$ cat src/rtl/uart_tx_fifo.sv
// Byte FIFO feeding a UART transmitter: one wr_en request per byte, paced by
// the transmitter's tx_busy, with a no-acknowledge timeout and sticky error flags.
module uart_tx_fifo #(
    parameter int DEPTH        = 16,
    parameter int BUSY_TIMEOUT = 1024
) (
    input  logic                   system_clk,
    input  logic                   reset,
    input  logic [7:0]             wr_data,
    input  logic                   wr_valid,
    output logic                   wr_ready,
    output logic [$clog2(DEPTH):0] level,
    output logic                   empty,
    output logic                   full,
    output logic                   overflow,
    output logic                   timeout_err,
    input  logic                   clr_err,
    output logic [7:0]             uart_din,
    output logic                   uart_wr_en,
    input  logic                   uart_tx_busy
);
    localparam int PTR_W = $clog2(DEPTH);
    localparam int LVL_W = PTR_W + 1;
    localparam int CNT_W = $clog2(BUSY_TIMEOUT);
    localparam logic [LVL_W-1:0] LVL_FULL = LVL_W'(DEPTH);
    localparam logic [CNT_W-1:0] CNT_LAST = CNT_W'(BUSY_TIMEOUT - 1);

    typedef enum logic [1:0] {
        IDLE = 2'd0,
        REQ  = 2'd1,
        BUSY = 2'd2
    } state_e;

    state_e           state_q, state_d;
    logic [7:0]       mem_q [DEPTH];
    logic [PTR_W-1:0] wr_ptr_q, wr_ptr_d;
    logic [PTR_W-1:0] rd_ptr_q, rd_ptr_d;
    logic [LVL_W-1:0] level_q, level_d;
    logic [CNT_W-1:0] cnt_q, cnt_d;
    logic [7:0]       din_q, din_d;
    logic             wr_en_q, wr_en_d;
    logic             ovf_q, ovf_d;
    logic             tmo_q, tmo_d;
    logic             tmo_set;
    logic             push;
    logic             pop;

    // Flags derive from the registered level only, so a push into an empty
    // FIFO is seen by the sequencer one cycle later.
    assign full        = (level_q == LVL_FULL);
    assign empty       = (level_q == '0);
    assign wr_ready    = !full;
    assign level       = level_q;
    assign overflow    = ovf_q;
    assign timeout_err = tmo_q;
    assign uart_din    = din_q;
    assign uart_wr_en  = wr_en_q;

    assign push = wr_valid && !full;

    always_comb begin
        state_d = state_q;
        cnt_d   = cnt_q;
        din_d   = din_q;
        wr_en_d = wr_en_q;
        tmo_set = 1'b0;
        pop     = 1'b0;
        case (state_q)
            IDLE: begin
                if (!empty && !uart_tx_busy) begin
                    pop     = 1'b1;
                    din_d   = mem_q[rd_ptr_q];
                    wr_en_d = 1'b1;
                    cnt_d   = '0;
                    state_d = REQ;
                end
            end
            REQ: begin
                if (uart_tx_busy) begin
                    wr_en_d = 1'b0;
                    state_d = BUSY;
                end else if (cnt_q == CNT_LAST) begin
                    // Transmitter never acknowledged: drop the byte and move on.
                    wr_en_d = 1'b0;
                    tmo_set = 1'b1;
                    state_d = IDLE;
                end else begin
                    cnt_d = cnt_q + CNT_W'(1);
                end
            end
            BUSY: begin
                wr_en_d = 1'b0;
                if (!uart_tx_busy) begin
                    state_d = IDLE;
                end
            end
            default: begin
                wr_en_d = 1'b0;
                state_d = IDLE;
            end
        endcase
    end

    always_comb begin
        wr_ptr_d = push ? wr_ptr_q + PTR_W'(1) : wr_ptr_q;
        rd_ptr_d = pop  ? rd_ptr_q + PTR_W'(1) : rd_ptr_q;
        level_d  = level_q;
        case ({push, pop})
            2'b10:   level_d = level_q + LVL_W'(1);
            2'b01:   level_d = level_q - LVL_W'(1);
            default: level_d = level_q;
        endcase
        // Setting a sticky flag wins over a clear in the same cycle.
        ovf_d = ovf_q;
        if (wr_valid && full) begin
            ovf_d = 1'b1;
        end else if (clr_err) begin
            ovf_d = 1'b0;
        end
        tmo_d = tmo_q;
        if (tmo_set) begin
            tmo_d = 1'b1;
        end else if (clr_err) begin
            tmo_d = 1'b0;
        end
    end

    always_ff @(posedge system_clk or negedge reset) begin
        if (!reset) begin
            state_q  <= IDLE;
            wr_ptr_q <= '0;
            rd_ptr_q <= '0;
            level_q  <= '0;
            cnt_q    <= '0;
            din_q    <= 8'h00;
            wr_en_q  <= 1'b0;
            ovf_q    <= 1'b0;
            tmo_q    <= 1'b0;
        end else begin
            state_q  <= state_d;
            wr_ptr_q <= wr_ptr_d;
            rd_ptr_q <= rd_ptr_d;
            level_q  <= level_d;
            cnt_q    <= cnt_d;
            din_q    <= din_d;
            wr_en_q  <= wr_en_d;
            ovf_q    <= ovf_d;
            tmo_q    <= tmo_d;
        end
    end

    always_ff @(posedge system_clk) begin
        if (push) begin
            mem_q[wr_ptr_q] <= wr_data;
        end
    end

endmodule

$ cat config.mk
export PLATFORM = sky130hd
export DESIGN_NAME = uart_tx_fifo
export DESIGN_NICKNAME = d
export VERILOG_FILES = /design/src/rtl/uart_tx_fifo.sv
export SDC_FILE = /design/constraint.sdc
export NUM_CORES = 1
export LEC_CHECK = 0
export BUFFER_PORTS_ARGS = -buffer_cell sky130_fd_sc_hd__buf_4
export CELL_PAD_IN_SITES_DETAIL_PLACEMENT = 1
export CELL_PAD_IN_SITES_GLOBAL_PLACEMENT = 2
export CORE_MARGIN = 1.5
export CORE_UTILIZATION = 46
export CTS_BUF_LIST = sky130_fd_sc_hd__clkbuf_16
export DETAILED_ROUTE_END_ITERATION = 10
export GPL_TIMING_DRIVEN = 0
export PLACE_DENSITY = 0.83
export SLEW_MARGIN = 0
export SYNTH_ARGS = -nofsm -noshare
export SYNTH_HDL_FRONTEND = slang
export SYNTH_SLANG_ARGS = --single-unit
$ cat constraint.sdc
create_clock -name system_clk -period 3.92 [get_ports system_clk]
set_input_delay 0.784 -clock system_clk [delete_from_list [all_inputs] [get_ports system_clk]]
set_output_delay 0.784 -clock system_clk [all_outputs]
set_load 0.005 [all_outputs]
==> impl_metrics.tcl, run 1 <==
set metrics [dict create \
    post_dp_cell_area_um2 7210 \
    wirelength_um 14800 \
    synth-xor-area-share_pct 1.30 \
    synthesis.area_per_instance_um2 17.5 \
    filler_cell_count 1327 \
    r2r_cells 9 \
    most_frequent_cell_on_the_critical_path "sky130_fd_sc_hd__ha_1" \
    cts_tree "done" \
    antenna_cells_inserted 0 \
    worst_skew_pair.late_latency_ns 0.43 \
    muxShareOfSynthArea_pct 12.7 \
    hold_path.class "in -> async" \
    avgRoutedWirePerCell_um 23.5 \
    power.density_nw_per_um2 720 \
    dominantRegCellSynth "sky130_fd_sc_hd__edfxtp_1" \
    die_outline_area_um2 15400 \
    critical_path_top_delay_cell "sky130_fd_sc_hd__ha_1" \
    power.clock.fraction_pct 28.9 \
    peakVddDrop_mv 0.384 \
    yosys.area_share.adder_pct 2.15 \
    max_slew_margin_pct 9.07 \
    grt_overflow 0 \
    portBuffers 31 \
    cts-root-to-sink-buffers 2 \
    synth_warnings 0 \
    report.final.hold_viol_count 0 \
    grt_start_max_net_pins 37 \
    grt_pass1_wl_um 22700 \
    crit_buf_inv 2 \
    htree_num_levels 4 \
    clockRootBuffer "sky130_fd_sc_hd__clkbuf_16" \
    boundaryPins 32 \
    power_leakage_nw 2.77 \
    period_needed_ns 3.06 \
    regToRegSetupSlack_ns 0.87 \
    cp_data_arrival_time_ns 3.41 \
    cts.reportedPaths.clkPinSlew_ns 0.07 \
    crit_path_max_fanout 10 \
    async_flop_share_pct 22.0 \
    final_net_count 459 \
    cts-hold-fix-buffers 0 \
    fraction_of_layout_instances_using_a_drive_strength_above_1_pct 27.0 \
    critical_path.max_stage_delay_ns 0.38 \
    grt_antenna_before_repair 0 \
    clock-skew-final_ns 0.00751 \
    setup.worst_path.end_class "register" \
    rows 44 \
    number_of_maximum_capacitance_constraint_violations 0 \
    combPwrFrac_pct 30.0 \
    final.hold.worst_slack_ns 0.327 \
    post-route-cell-area_um2 7790 \
    hpwl_um 9530 \
    final_min_period_over_clock_period_pct 78.0 \
    ff_latch_area_um2 4740 \
    startpoint_type "primary input" \
    critical_path.startpoint "uart_tx_busy" \
    placedCellCount 600 \
    drt_pre_antenna_iters 5 \
    routed_via_density 5.74 \
    run_status "finished, final reports clean" \
    initial_core_util_pct 46.8 \
    final_core_utilization_pct 54.0 \
    global_route.usage.total_pct 21.4 \
    tritoncts_num_sinks 164 \
    synth_seq_area_share_pct 70.3 \
    chipHeight_um 124 \
    drc 0 \
    detail-route-antenna-nets 0 \
    synthCells 385 \
    post-cts-setup-buffers 0 \
    grt_setup_unrepaired "false" \
    synthesis.nets 409 \
    timing_worst_slew_pin_value_ns 1.35 \
    design.core.area_um2 14400 \
    first_global_vias 3832 \
    post_synth_instance_area_um2 6750 \
    final-setup-viol-count 0 \
    worstSetupEndpoint "level[4]$_DFFE_PN0P_" \
    num_vias 3628 \
    ctsResizeCount 0 \
    setup-tns-final_ns 0 \
    critical_path.reg2reg.startpoint "level[3]$_DFFE_PN0P_" \
    areaGrowthSynthToFinish_pct 15.4 \
    netlist-cell-type-count 46 \
    critPathKind "in -> reg" \
    worstPathCellList "buf_4, nor2_1, o311a_4, buf_2, ha_1, ha_1, a21o_1, a21oi_1, mux2i_1, xnor2_1" \
    number_of_register_bits_inferred_by_synthesis 164 \
    timing.critical_path.depth 10 \
    required_ns 4.27 \
    detailedRoute.firstIterationViolations 255 \
    top_achievable_clock_speed_mhz 327 \
    floorplan.die.width_um 124 \
    final_cell_count_no_fill 632 \
    final_max_slew_viol_count 0 \
    total_area_of_multi_input_combinational_cells_um2 1860 \
    cts-buffers-inserted 17 \
    p_sw_share_pct 32.0 \
    synth_compound_gate_area_share_pct 6.04 \
    cp_top_family "compound AO/OA/AOI/OAI gates" \
    sequentialPowerShare_pct 41.2 \
    gp_congestion 0.770 \
    power_report.internal_total_w 0.00381 \
    synthesized_area_fraction_occupied_by_and_or_nand_nor_cells_pct 5.47 \
    synth_enable_flop_cells 128 \
    reg2reg_to "level[4]$_DFFE_PN0P_" \
    power.net_switching_w 0.00179 \
    largest_family_of_logic_cells_by_synthesized_area "multiplexers" \
]
[flip-flops by register name, summed over array words and instances, names as in the netlist]
| signal | count |
|---|---|
| timeout_err | 1 |
| rd_ptr_q | 4 |
| overflow | 1 |
| wr_ptr_q | 4 |
| uart_din | 8 |
| cnt_q | 10 |
| uart_wr_en | 1 |
| state_q | 2 |
| mem_q | 128 |
| level | 5 |
[cell usage after synthesis (2+ instances only)]
cell type	count	area (um2)
sky130_fd_sc_hd__a21o_1	3	22.5
sky130_fd_sc_hd__a21oi_1	4	20.0
sky130_fd_sc_hd__a221oi_2	8	120
sky130_fd_sc_hd__buf_1	4	15.0
sky130_fd_sc_hd__buf_2	6	30.0
sky130_fd_sc_hd__buf_4	2	15.0
sky130_fd_sc_hd__clkbuf_1	9	33.8
sky130_fd_sc_hd__dfrtp_1	36	901
sky130_fd_sc_hd__edfxtp_1	128	3840
sky130_fd_sc_hd__ha_1	10	125
sky130_fd_sc_hd__inv_1	10	37.5
sky130_fd_sc_hd__mux2_2	3	33.8
sky130_fd_sc_hd__mux2i_1	10	100
sky130_fd_sc_hd__mux4_2	32	721
sky130_fd_sc_hd__nand2_1	18	67.6
sky130_fd_sc_hd__nand2b_1	4	25.0
sky130_fd_sc_hd__nand4_1	2	12.5
sky130_fd_sc_hd__nor2_1	27	101
sky130_fd_sc_hd__nor3_1	11	55.1
sky130_fd_sc_hd__nor4_1	3	18.8
sky130_fd_sc_hd__o21ai_0	10	50.1
sky130_fd_sc_hd__o22a_1	5	43.8
sky130_fd_sc_hd__o22ai_1	8	50.1
sky130_fd_sc_hd__o2bb2ai_1	2	17.5
sky130_fd_sc_hd__xnor2_1	8	70.1
sky130_fd_sc_hd__xor2_1	2	17.5
[placed cells by master, fill, tap and decap left out, types with 2 or more instances in the layout]
cell / Yosys / layout
sky130_fd_sc_hd__edfxtp_1: 128 / 128
sky130_fd_sc_hd__dfrtp_1: 36 / 36
sky130_fd_sc_hd__buf_4: 2 / 33
sky130_fd_sc_hd__mux4_2: 32 / 32
sky130_fd_sc_hd__nor2_1: 27 / 27
sky130_fd_sc_hd__nand2_1: 18 / 18
sky130_fd_sc_hd__clkbuf_16: 0 / 17
sky130_fd_sc_hd__nor3_1: 11 / 11
sky130_fd_sc_hd__inv_1: 10 / 10
sky130_fd_sc_hd__o21ai_0: 10 / 10
sky130_fd_sc_hd__mux2i_1: 10 / 10
sky130_fd_sc_hd__ha_1: 10 / 10
sky130_fd_sc_hd__clkbuf_1: 9 / 9
sky130_fd_sc_hd__xnor2_1: 8 / 8
sky130_fd_sc_hd__o22ai_1: 8 / 8
sky130_fd_sc_hd__a221oi_2: 8 / 8
sky130_fd_sc_hd__buf_2: 6 / 6
sky130_fd_sc_hd__o22a_1: 5 / 5
sky130_fd_sc_hd__buf_1: 4 / 4
sky130_fd_sc_hd__nand2b_1: 4 / 4
sky130_fd_sc_hd__a21oi_1: 4 / 4
sky130_fd_sc_hd__clkinvlp_4: 0 / 4
sky130_fd_sc_hd__inv_8: 0 / 4
sky130_fd_sc_hd__mux2_2: 3 / 3
sky130_fd_sc_hd__a21o_1: 3 / 3
sky130_fd_sc_hd__nor4_1: 3 / 3
sky130_fd_sc_hd__xor2_1: 2 / 2
sky130_fd_sc_hd__o2bb2ai_1: 2 / 2
sky130_fd_sc_hd__nand4_1: 2 / 2
sky130_fd_sc_hd__inv_6: 0 / 2
sky130_fd_sc_hd__clkinv_4: 0 / 2
[logic make-up after synthesis]
kind of cell	count (synthesis)
DFF	164
AOI/OAI and AO/OA	48
and+or+nand+nor	75
buffers and inverters	32
muxes	45
adders and majority gates	11
xor gates and xnor gates	10
[metrics by stage]
stage | setup slack (ns) | total power [W]
after global placement | 0.463 | 0.00396
after global routing | 0.726 | 0.00588
final | 0.861 | 0.00561
after floorplan | 1.05 | 0.00345
after detailed placement | 0.482 | 0.00403
after CTS | 0.864 | 0.00567
[area by class of cell]
type | instances | share of cell area [%]
Timing Repair Buffer | 31 | 2.99
Inverter | 10 | 0.482
Clock inverter | 15 | 1.91
Multi-Input combinational cell | 189 | 23.9
Sequential cell | 164 | 60.9
Clock buffer | 17 | 5.46
Tap cell | 184 | 2.96
Buffer | 22 | 1.35
[worst min path at each step]
stage,startpoint,end,slack [ns]
floorplan,reset,cnt_q[0]$_DFFE_PN0P_,0.49
global placement,timeout_err$_DFFE_PN0P_,timeout_err$_DFFE_PN0P_,0.48
detailed placement,timeout_err$_DFFE_PN0P_,timeout_err$_DFFE_PN0P_,0.49
CTS,reset,level[1]$_DFFE_PN0P_,0.33
global route,reset,wr_ptr_q[3]$_DFFE_PN0P_,0.34
finish,reset,wr_ptr_q[1]$_DFFE_PN0P_,0.33
[routing by layer]
layer | wire (um) | track usage [%]
met4 | 231 | 7.46
met3 | 954 | 5.95
met1 | 6220 | 28.8
met2 | 7430 | 33.7
met5 | 0 | 0
[power groups by stage]
stage	Sequential (W)	Combinational, W	Clock [W]
3_5_place_dp	0.00234	0.00169	0
5_1_grt	0.00234	0.00184	0.00171
3_3_place_gp	0.00232	0.00164	0
6_report	0.00231	0.00168	0.00162
4_1_cts	0.00231	0.00171	0.00165
2_1_floorplan	0.00230	0.00115	0
Note: power is estimated with default switching activity, not from simulation.
==> run 2, diff against run 1 <==
ABC_AREA = 1   (was unset)
CORE_UTILIZATION = 40   (was 46)
PLACE_DENSITY = 0.84   (was 0.83)
clock period = 2.98 ns   (was 3.92 ns; I/O delays follow)
==> impl_metrics.tcl, run 2 <==
set metrics [dict create \
    final_core_utilization_pct 47.3 \
    cts-hold-fix-buffers 0 \
    chipHeight_um 139 \
    hpwl_um 14700 \
    detailedRoute.firstIterationViolations 451 \
    drc 0 \
    final-setup-viol-count 0 \
    most_used_standard_cell_by_instance_count_after_synthesis "sky130_fd_sc_hd__nand2_1" \
    post_synth_instance_area_um2 7440 \
    overall_power_w 0.00814 \
    critical_path.reg2reg.startpoint "level[0]$_DFFE_PN0P_" \
    grt_start_max_net_pins 37 \
    number_of_register_bits_inferred_by_synthesis 164 \
    critical_path.max_stage_delay_ns 0.45 \
    global_route.usage.total_pct 22.7 \
    clock-skew-final_ns 0.0136 \
    design.core.area_um2 18100 \
    synthesis.nets 779 \
    filler_cell_count 2041 \
    gp_congestion 0.819 \
    placedCellCount 1015 \
    r2r_cells 13 \
    synthesis.area_per_instance_um2 9.86 \
    grt_antenna_before_repair 0 \
    final_max_slew_viol_count 0 \
    ctsResizeCount 0 \
    crit_buf_inv 2 \
    post-cts-setup-buffers 0 \
    synth_seq_area_share_pct 63.8 \
    synth_enable_flop_cells 128 \
    peakVddDrop_mv 0.426 \
    critPathKind "reg -> reg" \
    final.hold.worst_slack_ns 0.128 \
    grt_pass1_wl_um 32500 \
    cp_top_family "simple AND/OR/NAND/NOR gates" \
    grt_overflow 0 \
    synth_top_area_cell "sky130_fd_sc_hd__edfxtp_1" \
    initial_core_util_pct 41.1 \
    antenna_cells_inserted 0 \
    clockRootBuffer "sky130_fd_sc_hd__clkbuf_16" \
    top_achievable_clock_speed_mhz 372 \
    layout_common_cells "sky130_fd_sc_hd__nand2_1 (233), sky130_fd_sc_hd__edfxtp_1 (128), sky130_fd_sc_hd__inv_1 (127)" \
    area_share_of_the_largest_cell_type_after_synthesis_pct 51.7 \
    period_needed_ns 2.69 \
    rows 49 \
    cts_tree "done" \
    drt_pre_antenna_iters 5 \
    routed_via_density 5.10 \
    boundaryPins 32 \
    startpoint_type "register" \
    required_ns 3.35 \
    timing.critical_path.depth 13 \
    ff_latch_area_um2 4740 \
    cts-root-to-sink-buffers 2 \
    grt_setup_unrepaired "false" \
    num_vias 5342 \
    cts-buffers-inserted 17 \
    synth_area_leaders "sky130_fd_sc_hd__edfxtp_1 (52%), sky130_fd_sc_hd__dfrtp_1 (12%), sky130_fd_sc_hd__nand2_1 (12%)" \
    critical_path.startpoint "level[0]$_DFFE_PN0P_" \
    power_leakage_nw 3.82 \
    areaGrowthSynthToFinish_pct 15.0 \
    setup-tns-final_ns 0 \
    max_slew_margin_pct 15.4 \
    setup.worst_path.end_class "register" \
    worstSetupEndpoint "level[4]$_DFFE_PN0P_" \
    most_frequent_cell_on_the_critical_path "sky130_fd_sc_hd__nor2_1" \
    cp_data_arrival_time_ns 3.05 \
    die_outline_area_um2 19400 \
    first_global_vias 5627 \
    largest_register_ff_count 128 \
    critical_path_top_delay_cell "sky130_fd_sc_hd__dfrtp_1" \
    cts.reportedPaths.clkPinSlew_ns 0.06 \
    tritoncts_num_sinks 164 \
    dominantRegCellSynth "sky130_fd_sc_hd__edfxtp_1" \
    report.final.hold_viol_count 0 \
    reg2reg_to "level[4]$_DFFE_PN0P_" \
    crit_path_max_fanout 10 \
    avgRoutedWirePerCell_um 20.2 \
    number_of_maximum_capacitance_constraint_violations 0 \
    layout.cells.most_common "sky130_fd_sc_hd__nand2_1" \
    regMostFlops "mem_q" \
    synth.top_cells.by_count "sky130_fd_sc_hd__nand2_1 (233), sky130_fd_sc_hd__edfxtp_1 (128), sky130_fd_sc_hd__inv_1 (126), sky130_fd_sc_hd__nand3_1 (106), sky130_fd_sc_hd__dfrtp_1 (36)" \
    run_status "finished, final reports clean" \
    wirelength_um 21100 \
    total_area_of_multi_input_combinational_cells_um2 2090 \
    floorplan.die.width_um 139 \
    synthCells 755 \
    htree_num_levels 4 \
    worstPathCellList "nor2_1, nand4_1, nand3_2, inv_1, buf_2, ha_1, fa_1, a21oi_1, nor2_1, nor2_1, xor2_1, nand2_1, nand2_1" \
    synth_warnings 0 \
    final_cell_count_no_fill 1047 \
    netlist-cell-type-count 32 \
    final_min_period_over_clock_period_pct 90.2 \
    async_flop_share_pct 22.0 \
    timing_worst_slew_pin_value_ns 1.26 \
    fraction_of_layout_instances_using_a_drive_strength_above_1_pct 13.2 \
    portBuffers 31 \
    worst_skew_pair.late_latency_ns 0.43 \
    power.density_nw_per_um2 951 \
    final_net_count 829 \
    regToRegSetupSlack_ns 0.29 \
    hold_path.class "in -> async" \
    detail-route-antenna-nets 0 \
]
-- run 2: layer usage --
layer / vias up / GRT usage [%] / routed length, um
li1: 2523 / - / -
met1: 2682 / 28.7 / 9360
met2: 115 / 39.7 / 10700
met3: 22 / 3.37 / 658
met4: 0 / 8.29 / 378
met5: - / 0 / 0
-- run 2: layout make-up --
type / count / area share [%]
Timing Repair Buffer: 31 / 2.72
Sequential cell: 164 / 55.4
Inverter: 130 / 5.70
Buffer: 29 / 1.77
Clock buffer: 17 / 4.97
Clock inverter: 15 / 1.64
Multi-Input combinational cell: 432 / 24.4
Tap cell: 229 / 3.35
-- run 2: cells by family after synthesis --
kind of cell	share of synthesized area (%)
AO/OA/AOI/OAI	2.09
adder cells (fa/ha/maj)	1.95
flip-flops	63.8
AND/OR/NAND/NOR	22.1
buffers and inverters	8.59
XOR/XNOR	1.53
-- run 2: worst reg2reg max path, delay by kind of cell (launching register included) --
kind | cells | cell delay, ns
compound gates | 1 | 0.15
xor+xnor | 1 | 0.16
buf+inv | 2 | 0.30
flops | 1 | 0.45
fa+ha+maj | 2 | 0.75
simple gates | 7 | 0.80
-- run 2: how the worst min path moves through the flow --
stage / slack (ns) / cells after the start / endpoint
after detailed placement: 0.47 / 2 / uart_wr_en$_DFFE_PN0P_
after floorplan: 0.30 / 0 / cnt_q[0]$_DFFE_PN0P_
after global routing: 0.15 / 1 / cnt_q[9]$_DFFE_PN0P_
after global placement: 0.46 / 2 / uart_wr_en$_DFFE_PN0P_
after CTS: 0.14 / 1 / cnt_q[8]$_DFFE_PN0P_
final: 0.13 / 1 / cnt_q[8]$_DFFE_PN0P_
-- run 2: report_power, final --
group          total, W  leakage [nW]  switching, W  internal [W]
clock network   0.00212         0.265      0.000897       0.00122
registers       0.00301          1.61      0.000193       0.00282
logic           0.00301          1.94       0.00209      0.000920
total           0.00814          3.82       0.00318       0.00496
-- run 2: metrics by stage --
| stage | worst slack, ns | area [um2] |
|---|---|---|
| after global routing | 0.0546 | 8560 |
| after CTS | 0.200 | 8540 |
| after detailed placement | 0.225 | 7980 |
| after floorplan | 0.719 | 7440 |
| final | 0.293 | 8560 |
| after global placement | 0.255 | 7960 |
